### src/rtl/frac_sweep_pkg.sv
// Shared types, constants and the M-range check for the fractional divider sweep.
// Combinational helpers only.
package frac_sweep_pkg;

  typedef enum logic [2:0] {
    IDLE,
    LOAD,
    RUN,
    STEP,
    DONE,
    ERR
  } state_t;

  localparam int unsigned LOAD_CYCLES = 2;

  // M is legal when 1 <= M <= N+1, evaluated in 33 bits so N+1 cannot wrap.
  function automatic logic m_in_range(input logic [32:0] m, input logic [31:0] n);
    return (m != 33'd0) && (m <= ({1'b0, n} + 33'd1));
  endfunction

endpackage

### src/rtl/frac_sweep_edge_cnt.sv
// Counts both edges of div_clk while enabled and flags the edge that completes the dwell.
// Latency: reached is combinational on the current edge; count updates next cycle.
// Backpressure: none, clr has priority over counting.
module frac_sweep_edge_cnt (
  input  logic        clk,
  input  logic        rst_n,
  input  logic        div_clk,
  input  logic        clr,
  input  logic        en,
  input  logic [31:0] dwell,
  output logic        reached
);

  logic        div_clk_q;
  logic [31:0] cnt_q;
  logic        edge_det;
  logic [31:0] dwell_eff;

  assign edge_det  = div_clk ^ div_clk_q;
  assign dwell_eff = (dwell == 32'd0) ? 32'd1 : dwell;
  assign reached   = en && edge_det && ((cnt_q + 32'd1) == dwell_eff);

  always_ff @(posedge clk or negedge rst_n) begin
    if (!rst_n) begin
      div_clk_q <= 1'b0;
      cnt_q     <= '0;
    end else begin
      div_clk_q <= div_clk;
      if (clr) begin
        cnt_q <= '0;
      end else if (en && edge_det) begin
        cnt_q <= cnt_q + 32'd1;
      end
    end
  end

endmodule

### src/rtl/frac_clk_sweep_ctrl.sv
// Loads N/M into the fractional divider, holds it in reset, then steps M through a linear sweep.
// Latency: start -> divider released 3 cycles later; dwell edge -> new M 2 cycles later.
// Backpressure: start ignored while busy; abort wins over start. FRAC_SWEEP_LOOP_EN repeats the sweep.
module frac_clk_sweep_ctrl
  import frac_sweep_pkg::*;
#(
  parameter int CW = 16
) (
  input  logic          clk,
  input  logic          rst_n,
  input  logic          start,
  input  logic          abort,
  input  logic [31:0]   cfg_n,
  input  logic [31:0]   m_start,
  input  logic [31:0]   m_step,
  input  logic [CW-1:0] m_count,
  input  logic [31:0]   dwell,
  input  logic          div_clk,
  output logic [31:0]   div_n,
  output logic [31:0]   div_m,
  output logic          div_rst_n,
  output logic          busy,
  output logic          done,
  output logic          err,
  output logic [CW-1:0] step_idx
);

  state_t        state_q, state_d;
  logic [1:0]    load_cnt_q, load_cnt_d;
  logic [31:0]   n_d, m_d;
  logic [CW-1:0] idx_d;
  logic          err_d, done_d, busy_d, run_d, cfg_ld;
  logic [31:0]   m_step_q, dwell_q;
  logic [CW-1:0] m_count_q;
`ifdef FRAC_SWEEP_LOOP_EN
  logic [31:0]   m_start_q;
`endif
  logic [32:0]   m_next;
  logic          start_ok, last_step, dwell_hit;

  assign start_ok  = (m_count != '0) && m_in_range({1'b0, m_start}, cfg_n);
  assign m_next    = {1'b0, div_m} + {1'b0, m_step_q};
  assign last_step = (step_idx == (m_count_q - CW'(1)));

  frac_sweep_edge_cnt u_edge_cnt (
    .clk     (clk),
    .rst_n   (rst_n),
    .div_clk (div_clk),
    .clr     ((state_q == LOAD) || (state_q == STEP)),
    .en      (state_q == RUN),
    .dwell   (dwell_q),
    .reached (dwell_hit)
  );

  always_comb begin
    state_d    = state_q;
    load_cnt_d = load_cnt_q;
    n_d        = div_n;
    m_d        = div_m;
    idx_d      = step_idx;
    err_d      = err;
    done_d     = 1'b0;
    cfg_ld     = 1'b0;
    busy_d     = 1'b0;
    run_d      = 1'b0;

    case (state_q)
      IDLE, DONE, ERR: begin
        if (start) begin
          if (start_ok) begin
            state_d    = LOAD;
            load_cnt_d = '0;
            n_d        = cfg_n;
            m_d        = m_start;
            idx_d      = '0;
            err_d      = 1'b0;
            cfg_ld     = 1'b1;
          end else begin
            state_d = ERR;
            err_d   = 1'b1;
          end
        end
      end
      LOAD: begin
        load_cnt_d = load_cnt_q + 2'd1;
        if (load_cnt_q == 2'(LOAD_CYCLES - 1)) begin
          state_d = RUN;
        end
      end
      RUN: begin
        if (dwell_hit) begin
          state_d = STEP;
        end
      end
      STEP: begin
        if (last_step) begin
          done_d = 1'b1;
`ifdef FRAC_SWEEP_LOOP_EN
          state_d = RUN;
          m_d     = m_start_q;
          idx_d   = '0;
`else
          state_d = DONE;
`endif
        end else if (m_next[32] || !m_in_range(m_next, div_n)) begin
          state_d = ERR;
          err_d   = 1'b1;
        end else begin
          state_d = RUN;
          m_d     = m_next[31:0];
          idx_d   = step_idx + CW'(1);
        end
      end
      default: state_d = IDLE;
    endcase

    // Abort freezes the programmed values and error flag; only the sequencing stops.
    if (abort) begin
      state_d = IDLE;
      n_d     = div_n;
      m_d     = div_m;
      idx_d   = step_idx;
      err_d   = err;
      done_d  = 1'b0;
      cfg_ld  = 1'b0;
    end

    busy_d = (state_d == LOAD) || (state_d == RUN) || (state_d == STEP);
    run_d  = (state_d == RUN) || (state_d == STEP) || (state_d == DONE);
  end

  always_ff @(posedge clk or negedge rst_n) begin
    if (!rst_n) begin
      state_q    <= IDLE;
      load_cnt_q <= '0;
      div_n      <= '0;
      div_m      <= '0;
      div_rst_n  <= 1'b0;
      busy       <= 1'b0;
      done       <= 1'b0;
      err        <= 1'b0;
      step_idx   <= '0;
      m_step_q   <= '0;
      m_count_q  <= '0;
      dwell_q    <= '0;
`ifdef FRAC_SWEEP_LOOP_EN
      m_start_q  <= '0;
`endif
    end else begin
      state_q    <= state_d;
      load_cnt_q <= load_cnt_d;
      div_n      <= n_d;
      div_m      <= m_d;
      div_rst_n  <= run_d;
      busy       <= busy_d;
      done       <= done_d;
      err        <= err_d;
      step_idx   <= idx_d;
      if (cfg_ld) begin
        m_step_q  <= m_step;
        m_count_q <= m_count;
        dwell_q   <= dwell;
`ifdef FRAC_SWEEP_LOOP_EN
        m_start_q <= m_start;
`endif
      end
    end
  end

endmodule

### config.mk
export PLATFORM = sky130hd
export DESIGN_NAME = frac_clk_sweep_ctrl
export DESIGN_NICKNAME = d
export VERILOG_FILES = /design/src/rtl/frac_sweep_pkg.sv /design/src/rtl/frac_sweep_edge_cnt.sv /design/src/rtl/frac_clk_sweep_ctrl.sv
export SDC_FILE = /design/constraint.sdc
export NUM_CORES = 1
export LEC_CHECK = 0
export ABC_CLOCK_PERIOD_IN_PS = 6000
export BUFFER_PORTS_ARGS = -buffer_cell sky130_fd_sc_hd__buf_2
export CORE_MARGIN = 8
export CORE_UTILIZATION = 26
export DETAILED_ROUTE_END_ITERATION = 8
export PLACE_DENSITY = 0.53
export SETUP_SLACK_MARGIN = 0.15
export SYNTH_ARGS = -nofsm -noshare
export SYNTH_HDL_FRONTEND = slang
export SYNTH_SLANG_ARGS = --single-unit
### constraint.sdc
create_clock -name clk -period 6 [get_ports clk]
set_input_delay 0.3 -clock clk [delete_from_list [all_inputs] [get_ports clk]]
set_output_delay 0.3 -clock clk [all_outputs]
set_load 0.005 [all_outputs]
* After elaboration in Yosys (flattened, before gate mapping) *
Index checks and enable logic that the tools add are counted.

word-level totals
  output and inout bits = 84
  logic and storage cells = 103
  input bits = 149
  flip-flop bits (word level) = 202

cells by class
  bitwise gates (word level) = 2
  multiplexer cells = 36
  reductions and logical operators = 25
  eq/ne operators = 17
  add/subtract/negate cells = 7
  order comparisons = 2

operators by type and width
  operator                                            number
  two-way mux 32 bit                                  7
  adder 32 x 1 -> 33 bit, second input constant       2
  two-way mux 16 bit                                  4
  one-hot mux 32 bit (2 select lines)                 1
  adder 32 x 32 -> 33 bit                             1
  <= comparator 32 x 33 -> 1 bit                      1
  <= comparator 33 bit                                1
  nonzero test 33 bit                                 1
  adder 32 x 1 -> 32 bit, second input constant       1
  == test 32 bit                                      1
  zero test 32 bit                                    1
  one-hot mux 16 bit (2 select lines)                 1
  nonzero test 32 bit                                 1
  two-way mux 3 bit                                   7
  adder 16 x 1 -> 16 bit, second input constant       1
  == test 16 bit                                      1
  nonzero test 16 bit                                 1
  subtractor 16 x 1 -> 16 bit, second input constant  1
  == test 3 x 2 -> 1 bit, second input constant       4
  one-hot mux 3 bit (4 select lines)                  1
  two-way mux 1 bit                                   11
  == test 3 bit, second input constant                3
  inequality test 2 bit, second input constant        4
  == test 3 x 1 -> 1 bit, second input constant       2
  other kinds (18)                                    30

* Logic depth before layout (Yosys ltp) *
Gate-level depths: netlist of run 1.

  depth after elaboration = 12
  mapped depth = 24
  gate-level depth less buffers = 21

* By module *
Synthesis of run 1 repeated with hierarchy kept, for this count alone.

second synthesis, totals
  cells, all modules = 1618
  area total of the unflattened synthesis = 15013.1 um2

by module, submodules not included
  module               instances  sequential area each (um2)  area each (um2)  cells each
  frac_clk_sweep_ctrl  1          4229.1                      12310.6          1288
  frac_sweep_edge_cnt  1          825.8                       2702.6           330

* Worst setup path after synthesis of run 1 *
No wires, ideal clock.

  path kind = reg2reg
  from = register div_m[16]
  to = register div_m[10]
  path slack = 1.313 ns
  clock period less this slack = 4.687 ns
  buffers on the path = 2
  data arrival time = 4.561 ns
  setup time = 0.125 ns
  cell stages (with the launch flop) = 23
  required time = 5.875 ns
  cell sequence = dfrtp_1 > ha_1 > buf_2 > a21o_1 > a311o_1 > o22ai_1 > o211ai_1 > o22ai_1 > o21ai_0 > xnor2_1 > inv_1 > ha_1 > nand4_1 > nor2_1 > nand2_1 > a211oi_1 > o21bai_1 > and4_1 > nor3_1 > a311oi_2 > a21oi_4 > buf_12 > mux2_4

on the way
  word-level cells in the longest chain between the ends = 7
  elaborated cells on any way between the ends = 8
  those cells by class = add/sub: 1; order compare: 1; eq/ne: 1; reduce/logical: 5

ends and longest elaborated chain
  element                                                             line                        RTL
  start, declared                                                     frac_clk_sweep_ctrl.sv:20   output logic [31:0] div_m,
  start signal, assigned                                              frac_clk_sweep_ctrl.sv:153  div_m <= m_d;
  adder 32 x 32 -> 33 bit *                                           frac_clk_sweep_ctrl.sv:42   assign m_next = {1'b0, div_m} + {1'b0, m_step_q};
  <= comparator 33 bit / nonzero test 33 bit (equally long branches)  frac_sweep_pkg.sv:18        return (m != 33'd0) && (m <= ({1'b0, n} + 33'd1));
  logical AND 1 bit                                                   frac_sweep_pkg.sv:18
  zero test 1 bit                                                     frac_clk_sweep_ctrl.sv:105  end else if (m_next[32] || !m_in_range(m_next, div_n)) begin
  logical OR 1 bit *                                                  frac_clk_sweep_ctrl.sv:105
  inequality test 2 bit (no line) *                                   --
  AND reduction 6 bit (no line) *                                     --

Mark *: on every way between the ends. The rest lies on a longest branch, timed or not.
A chain may end at the register's enable or synchronous reset.

* Worst setup path in the final report of run 1 *
  from = input cfg_n[0]
  to = register div_m[15]

on the way
  word-level cells in the longest chain between the ends = 6

ends and longest elaborated chain
  element                          line                       RTL
  start, declared                  frac_clk_sweep_ctrl.sv:13  input logic [31:0] cfg_n,
  adder 32 x 1 -> 33 bit           frac_sweep_pkg.sv:18
  <= comparator 32 x 33 -> 1 bit   frac_sweep_pkg.sv:18
  logical AND 1 bit                frac_sweep_pkg.sv:18
  logical AND 1 bit                frac_clk_sweep_ctrl.sv:41  assign start_ok = (m_count != '0) && m_in_range({1'b0, m_start}, cfg_n);
  inequality test 2 bit (no line)  --
  AND reduction 6 bit (no line)    --

No other way between the ends.

==> results of run 1 <==
## stage by stage
| stage | std cells | instance area, sq um | hold WS [ns] | utilization |
|---|---|---|---|---|
| 3_5_place_dp | 2552 | 17100 | 0.443 | 0.297 |
| 4_1_cts | 2700 | 18900 | 0.00572 | 0.330 |
| 5_1_grt | 2702 | 19000 | 0.0195 | 0.330 |
| 2_1_floorplan | 1602 | 15000 | 0.00441 | - |
| 6_report | 2706 | 19000 | 0.0445 | 0.330 |
| 3_3_place_gp | 2552 | 17100 | 0.441 | 0.297 |
## cells by family (layout without fill, tap and decap cells)
kind of cell,Yosys count,in the layout
compound gates,349,349
xor+xnor,152,152
fa+ha+maj,102,102
buf+inv,110,443
flops,202,202
mux,166,166
other cells,0,6
simple gates,521,521
## report_power, final
group	switching (mW)	internal, mW	total, mW	leakage, nW
logic	3.49	2.70	6.19	5.27
clock network	0.666	1.02	1.69	0.460
registers	0.655	1.89	2.54	2.46
## metal layers
| layer | global-route usage | up-vias |
|---|---|---|
| met5 | 0 | - |
| met4 | 0.0504 | 12 |
| met3 | 0.0466 | 90 |
| met2 | 0.250 | 402 |
| met1 | 0.207 | 6734 |
| li1 | - | 6566 |
## state kept, by name, indices dropped and copies added, names as in the netlist
signal,cells
div_m,32
div_n,32
dwell_q,32
m_step_q,32
u_edge_cnt.cnt_q,32
m_count_q,16
step_idx,16
state_q,3
load_cnt_q,2
busy,1
div_rst_n,1
done,1
err,1
u_edge_cnt.div_clk_q,1
## repair_timing
item,4_1_cts,5_1_grt
endpoints found under the hold margin,186,0
endpoints found under the setup margin,0,41
resized for setup,0,4
hold buffers,96,0
## how the worst max path moves through the flow
| stage | startpoint | to | slack (ns) | depth (start not counted) |
|---|---|---|---|---|
| finish | cfg_n[0] | div_m[15]$_DFFE_PN0P_ | 0.48 | 23 |
| floorplan | div_m[16]$_DFFE_PN0P_ | div_m[10]$_DFFE_PN0P_ | 1.31 | 22 |
| global route | cfg_n[0] | div_m[15]$_DFFE_PN0P_ | 0.14 | 23 |
| CTS | cfg_n[0] | div_m[15]$_DFFE_PN0P_ | 0.22 | 23 |
| detailed placement | cfg_n[2] | div_m[15]$_DFFE_PN0P_ | -0.04 | 23 |
| global placement | cfg_n[2] | div_m[15]$_DFFE_PN0P_ | 0.21 | 23 |
## placed cells by master, fill, tap and decap left out, types with 18 or more instances in the layout
cell,Yosys,layout
nand2_1,125,125
xor2_1,75,75
nor3_1,27,25
o21ai_0,96,96
buf_2,15,231
mux2_4,26,26
nand4_1,46,46
xnor2_1,77,77
mux2_2,133,133
dfrtp_1,202,202
clkbuf_16,0,29
nor4_1,40,40
and3_1,38,38
a21o_1,35,35
dlygate4sd3_1,0,96
ha_1,101,100
o211ai_1,18,18
nand3_1,75,75
nor2_1,89,88
a21oi_1,76,76
inv_1,46,46
a31oi_1,18,18
## area by class of cell
| class | count | area [sq um] |
|---|---|---|
| Inverter | 46 | 173 |
| Fill cell | 6016 | 38500 |
| Tap cell | 765 | 957 |
| Clock buffer | 41 | 811 |
| Timing Repair Buffer | 345 | 2310 |
| Antenna cell | 6 | 15.0 |
| Clock inverter | 11 | 113 |
| Sequential cell | 202 | 5050 |
| Multi-Input combinational cell | 1290 | 9540 |
## worst max-delay path, stage by stage
cell and delay, ns:
dlygate4sd3_1 0.52, buf_2 0.16, ha_1 0.25, nand3_1 0.15, nor4_1 0.30, buf_4 0.18, nor3b_1 0.20, buf_4 0.18
nand3_1 0.09, xor2_1 0.16, ha_1 0.29, a21o_1 0.16, a21o_1 0.16, a21o_1 0.18, a21o_1 0.18, a2111oi_1 0.50
o211ai_1 0.19, a21oi_1 0.37, and2_4 0.29, buf_12 0.29, inv_1 0.29, o211ai_1 0.22, o21ai_0 0.28
==> results.md, run 1 <==
- Outcome: completed
- Setup Crit Path Kind: input pin to flip-flop
- Synth cell count leaders: dfrtp_1, mux2_2, nand2_1
- CTS clock-pin slew for the worst setup and hold paths: 0.06 ns
- DIE WIDTH: 256 microns
- Period minus WS final: between 5 and 6 ns
- Clock Skews: 0.0272 ns
- IO Pins: 233
- Cells after synthesis: 1602
- Hold Vio Cnt, Final: 0
- DR iter-0 viols: 873
- Core region area: roughly 57000 sq um
- Synth unique cells: 78
- Leakage power total: 8.19 nW
- Vias after detailed routing: 13800
- RD Place Congestion: between 0.8 and 0.9
- Synth Area in Simple Gates: 0.178
- H-tree lvl count: 1
- Worst VDD drop: 0.309 mV
- # rows: 88
- DRT met1 WL: ~24000 microns
- Worst-path maximum fanout: 62
- Data arrival, critical path: 5.89 ns
- Mapped Avg Cell Area: 9.39 sq um
- Synthesized area: 15000 sq um
- CTS Sinks: 202
- Initial Utilization: 0.262
- RSZ-0062 raised after global routing: true
- Postcts setup bufs: 0
- Fraction of synthesized cell area in xor and xnor cells: 0.0885
- Portion of netlist area occupied by mux cells: 0.130
- Worst R2R Path Depth: 21
- Top-area cell type share of the netlist area: 0.336
- Setup ws final: 0.480 ns
- Synth warn: 0
- First-pass GRT wire length: 83400 microns
- Metal3 WL: roughly 4100 microns
- Main combinational cell family by area after synthesis: simple AND/OR/NAND/NOR gates
- Flop2flop setup slack: 0.63 ns
- Layout area overhead: 26.1%
- WL per Instance: 20.0 microns
- Max-Cap Viols: 0
- CTS root buffer: clkbuf_16
- Clk_lat worst skew: 0.57 ns
- Number of I/O port buffers: 232
- FMAX: 181 MHz
- Synth area leader: dfrtp_1
- DRC: 0
- Power Dens Cells: 549 nW/um^2
- Share of cells above drive strength 1: 0.244
- Total power: roughly 10 mW
- Synth Register Bits: just over 200
- Critical Path RT: 6.37 ns
- Synth Area in Adders: 0.0854
- Met2 routed wirelength: 24000 microns
- Clock buffer count from CTS: 28
- Compound-cell area share of the yosys netlist: 0.150
- Clock buffer depth: 3
- Tcrit/Tclk final: 0.920
- Crit path launch type: input pin
- Top sig layer: met5
- Critical Path End Type: flip-flop
- HPWL after DPL: 42500 microns
- DR pass1 iterations: 7
- Routed wire length: 54200 microns
- Die Ht: 256 microns
- Routed Antenna Nets: 0
- GRT Util Overall: 0.158
- Hold path depth: 2
- Top cells by area, synth: dfrtp_1, mux2_2, ha_1
- Total global routing overflow: 0
- CTS tree: yes
- Nets: 2164
- # setup viols final: 0
- Via-to-Cell Ratio: 5.10
- Most frequent cell after synthesis: dfrtp_1
- DIE AREA: 65800 sq um
- Worst reg2reg path endpoint: div_m[0]$_DFFE_PN0P_
- Pin count of the biggest net entering global routing: 112
- EDFF count, synth: 0
- Seq/Total Area, Yosys: 0.336
- Setup TNS: 0 ns
- Initial antenna violation count: 15
- Syn_nets: 1853
- Pre-CTS WS: -0.0373 ns
- Max Slew Vio Count: 0
- Hold Path Origin: m_step[30]
- Share of synthesized registers carrying an async set or reset: 1.00
- Reg2reg start: div_m[1]$_DFFE_PN0P_
- Worst hold path class: input pin to flip-flop
- Worst-margin pin slew: 1.20 ns
- Main synth FF type: dfrtp_1
- Max-slew headroom: 0.199
- Vias in the first global route: between 10000 and 15000
- Hold worst-path end: m_step_q[30]$_DFFE_PN0P_
No activity file was read; power rests on OpenSTA's default activity.
==> run 2, diff against run 1 <==
--- a/config.mk
+++ b/config.mk
@@ -8,9 +8,10 @@
 export ABC_CLOCK_PERIOD_IN_PS = 6000
 export BUFFER_PORTS_ARGS = -buffer_cell sky130_fd_sc_hd__buf_2
 export CORE_MARGIN = 8
-export CORE_UTILIZATION = 26
+export CORE_UTILIZATION = 44
 export DETAILED_ROUTE_END_ITERATION = 8
-export PLACE_DENSITY = 0.53
+export GPL_TIMING_DRIVEN = 0
+export PLACE_DENSITY = 0.74
 export SETUP_SLACK_MARGIN = 0.15
 export SYNTH_ARGS = -nofsm -noshare
 export SYNTH_HDL_FRONTEND = slang
==> constraint.sdc (replaced) <==
create_clock -name clk -period 6 [get_ports clk]
set_input_delay 0.3 -clock clk [delete_from_list [all_inputs] [get_ports clk]]
set_output_delay 0.3 -clock clk [all_outputs]
set_load 0.1 [all_outputs]
==> results.md, run 2 (synthesis gave the netlist of run 1 again) <==
- Outcome: completed (unchanged)
- RSZ-0062 raised after global routing: false (was true)
- Die Ht: 201 microns (was 256 microns)
- Fin util: 0.546 (was 0.330)
- GRT Util Overall: 0.241 (was 0.158)
- DIE WIDTH: 201 microns (was 256 microns)
- Worst-margin pin slew: 0.792 ns (was 1.20 ns)
- Tcrit/Tclk final: 0.925 (was 0.920)
- First-pass GRT wire length: 79300 microns (was 83400 microns)
- Clock Skews: 0.0239 ns (was 0.0272 ns)
- Clk_lat worst skew: 0.54 ns (was 0.57 ns)
- HPWL after DPL: 39400 microns (was 42500 microns)
- Critical Path RT: 6.41 ns (was 6.37 ns)
- Final Instance Area: 18400 sq um (was 19000 sq um)
- # setup viols final: 0 (unchanged)
- Worst R2R Path Depth: 20 (was 21)
- Comb power frac: 0.664 (was 0.594)
- DIE AREA: 40300 sq um (was 65800 sq um)
- CTS root buffer: clkbuf_16 (unchanged)
- Worst VDD drop: 0.617 mV (was 0.309 mV)
- Setup Crit Path Kind: flip-flop to flip-flop (was input pin to flip-flop)
- Leakage power total: 8.10 nW (was 8.19 nW)
- DR iter-0 viols: 1252 (was 873)
- Data arrival, critical path: 5.96 ns (was 5.89 ns)
- CTS Sinks: 202 (unchanged)
- Initial Utilization: 0.447 (was 0.262)
- Clock buffer count from CTS: 25 (was 28)
- Nets: 2174 (was 2164)
- Power Dens Cells: 656 nW/um^2 (was 549 nW/um^2)
- Seq pwr share: 0.209 (was 0.244)
- IO Pins: 233 (unchanged)
- FF/Latch Area: 5050 sq um (unchanged)
- Clk network pwr share: 0.127 (was 0.162)
- Number of I/O port buffers: 232 (unchanged)
- RD Place Congestion: 0.973 (was 0.888)
- Worst hold path class: input pin to flip-flop (unchanged)
- DRC: 0 (unchanged)
- Post-place instance area: 16800 sq um (was 17100 sq um)
- Crit-path slowest cell: a311oi_4 (was dlygate4sd3_1)
- Vias after detailed routing: 14100 (was 13800)
- Hold worst-path end: dwell_q[9]$_DFFE_PN0P_ (was m_step_q[30]$_DFFE_PN0P_)
- Max Slew Vio Count: 0 (unchanged)
- Hold Vio Cnt, Final: 0 (unchanged)
- Area occupied by multi-input gates: 9600 sq um (was 9540 sq um)
- Worst-path maximum fanout: 10 (was 62)
- Vias in the first global route: 14200 (was 13900)
- Crit path launch type: flip-flop (was input pin)
- Worst reg2reg path endpoint: div_m[22]$_DFFE_PN0P_ (was div_m[0]$_DFFE_PN0P_)
- FMAX: 180 MHz (was 181 MHz)
- Period minus WS final: 5.55 ns (was 5.52 ns)
- Via-to-Cell Ratio: 5.90 (was 5.10)
- Hold Path Origin: dwell[9] (was m_step[30])
- Layout area overhead: 22.0% (was 26.1%)
- Max-Cap Viols: 0 (unchanged)
- Total global routing overflow: 0 (unchanged)
- Worst path max stage delay: 0.50 ns (was 0.52 ns)
- CTS clock-pin slew for the worst setup and hold paths: 0.06 ns (about the same)
- Share of cells above drive strength 1: 0.249 (was 0.244)
- H-tree lvl count: 1 (unchanged)
- Pin count of the biggest net entering global routing: 81 (was 112)
- Routed Antenna Nets: 0 (unchanged)
- Reg2reg start: div_m[10]$_DFFE_PN0P_ (was div_m[1]$_DFFE_PN0P_)
- Flop2flop setup slack: 0.45 ns (was 0.63 ns)
- Initial antenna violation count: 14 (was 15)
- CTS tree: yes (unchanged)
- # rows: 67 (was 88)
- Most frequent cells in the layout: buf_2, dfrtp_1, mux2_2 (unchanged)
- Max-slew headroom: 0.472 (was 0.199)
- Worst-path cell chain: ha_1, clkbuf_1, nand2_1, o21ai_0, o2bb2ai_1, o2111ai_1, and3_1, nor4_4, ha_1, or2_2, a21oi_1, a21oi_1, a31oi_1, and4_1, nor3_2, a311oi_4, a21oi_4, buf_12, buf_12, mux2_4 (was dlygate4sd3_1, buf_2, ha_1, nand3_1, nor4_1, buf_4, nor3b_1, buf_4, nand3_1, xor2_1, ha_1, a21o_1, a21o_1, a21o_1, a21o_1, a2111oi_1, o211ai_1, a21oi_1, and2_4, buf_12, inv_1, o211ai_1, o21ai_0)
- Fill count: 2962 (was 6016)
- Clock buffer depth: 3 (unchanged)
- Most common cell after layout, fill and taps aside: buf_2 (unchanged)
- Critical Path End Type: flip-flop (unchanged)
- P_sw: 6.51 mW (was 4.81 mW)
- Core region area: 33600 sq um (was 57500 sq um)
- Hold path depth: 2 (unchanged)
- WL per Instance: 21.1 microns (was 20.0 microns)
- Net Sw Frac: 0.541 (was 0.462)
- Internal power: 5.52 mW (was 5.60 mW)
- Routed wire length: 50500 microns (was 54200 microns)
- DR pass1 iterations: 5 (was 7)
## run 2: changes by cell type in the layout (fill, tap and decap cells not counted), moves of 3 or more
cell	previous run	this run
o21ai_1	3	6
dlygate4sd3_1	96	55
clkbuf_1	8	45
clkbuf_16	29	25
o21ai_0	96	93
buf_4	13	5
buf_2	231	246
## run 2: critical path: cells and delay by family (launching register included)
family	cells	cell delay [ns]
buf+inv	3	0.61
flops	1	0.40
mux	1	0.29
fa+ha+maj	2	0.61
compound gates	8	2.11
simple gates	6	1.39
## run 2: timing repair
action	in CTS	in global routing
gates resized for setup	3	18
pin swaps	1	3
buffers inserted	3	2
hold buffers	55	0
endpoints found under the hold margin	108	0
endpoints found under the setup margin	117	134
## run 2: power groups by stage
stage	logic [mW]	clock network (mW)	registers (mW)
detailed placement	7.66	0	2.53
CTS	7.76	1.56	2.51
global route	8.65	1.60	2.59
global placement	7.51	0	2.51
floorplan	4.32	0	4.02
finish	7.99	1.53	2.52
## run 2: layout make-up
class / count / area share
Multi-Input combinational cell: 1290 / 0.523
Clock inverter: 11 / 0.00750
Buffer: 64 / 0.0168
Sequential cell: 202 / 0.275
Tap cell: 448 / 0.0305
Clock buffer: 31 / 0.0370
Antenna cell: 6 / 0.000818
Inverter: 46 / 0.00941
Timing Repair Buffer: 294 / 0.0995
## run 2: worst max path at each step
stage          cells after the start  slack [ns]                   from                  endpoint
2_1_floorplan                     22        0.70  div_m[16]$_DFFE_PN0P_     div_m[10]$_DFFE_PN0P_
3_3_place_gp                      20       -0.50               cfg_n[0]   m_step_q[3]$_DFFE_PN0P_
3_5_place_dp                      20       -0.56               cfg_n[0]   dwell_q[27]$_DFFE_PN0P_
4_1_cts                           21        0.18   div_m[0]$_DFFE_PN0P_   step_idx[4]$_DFFE_PN0P_
5_1_grt                           19        0.21  div_m[10]$_DFFE_PN0P_  step_idx[15]$_DFFE_PN0P_
6_report                          20        0.45  div_m[10]$_DFFE_PN0P_     div_m[22]$_DFFE_PN0P_
## run 2: per-layer routing
metal,track usage,wire length [microns],up-vias
met5,0,92,-
li1,-,-,6588
met3,0.0612,4340,103
met4,0.0723,1650,14
met2,0.384,22500,562
met1,0.316,21900,6834
## run 2: metrics by stage
stage / setup WS, ns / power (mW) / cells / TNS, ns / hold WS (ns)
after floorplan: 0.702 / 8.34 / 1602 / 0 / 0.00441
after global placement: -0.498 / 10.0 / 2282 / -32.36 / 0.437
after detailed placement: -0.558 / 10.2 / 2284 / -38.83 / 0.252
after CTS: 0.180 / 11.8 / 2384 / 0 / 0.0000386
after global routing: 0.210 / 12.8 / 2389 / 0 / 0.00301
final: 0.452 / 12.0 / 2392 / 0 / 0.0144
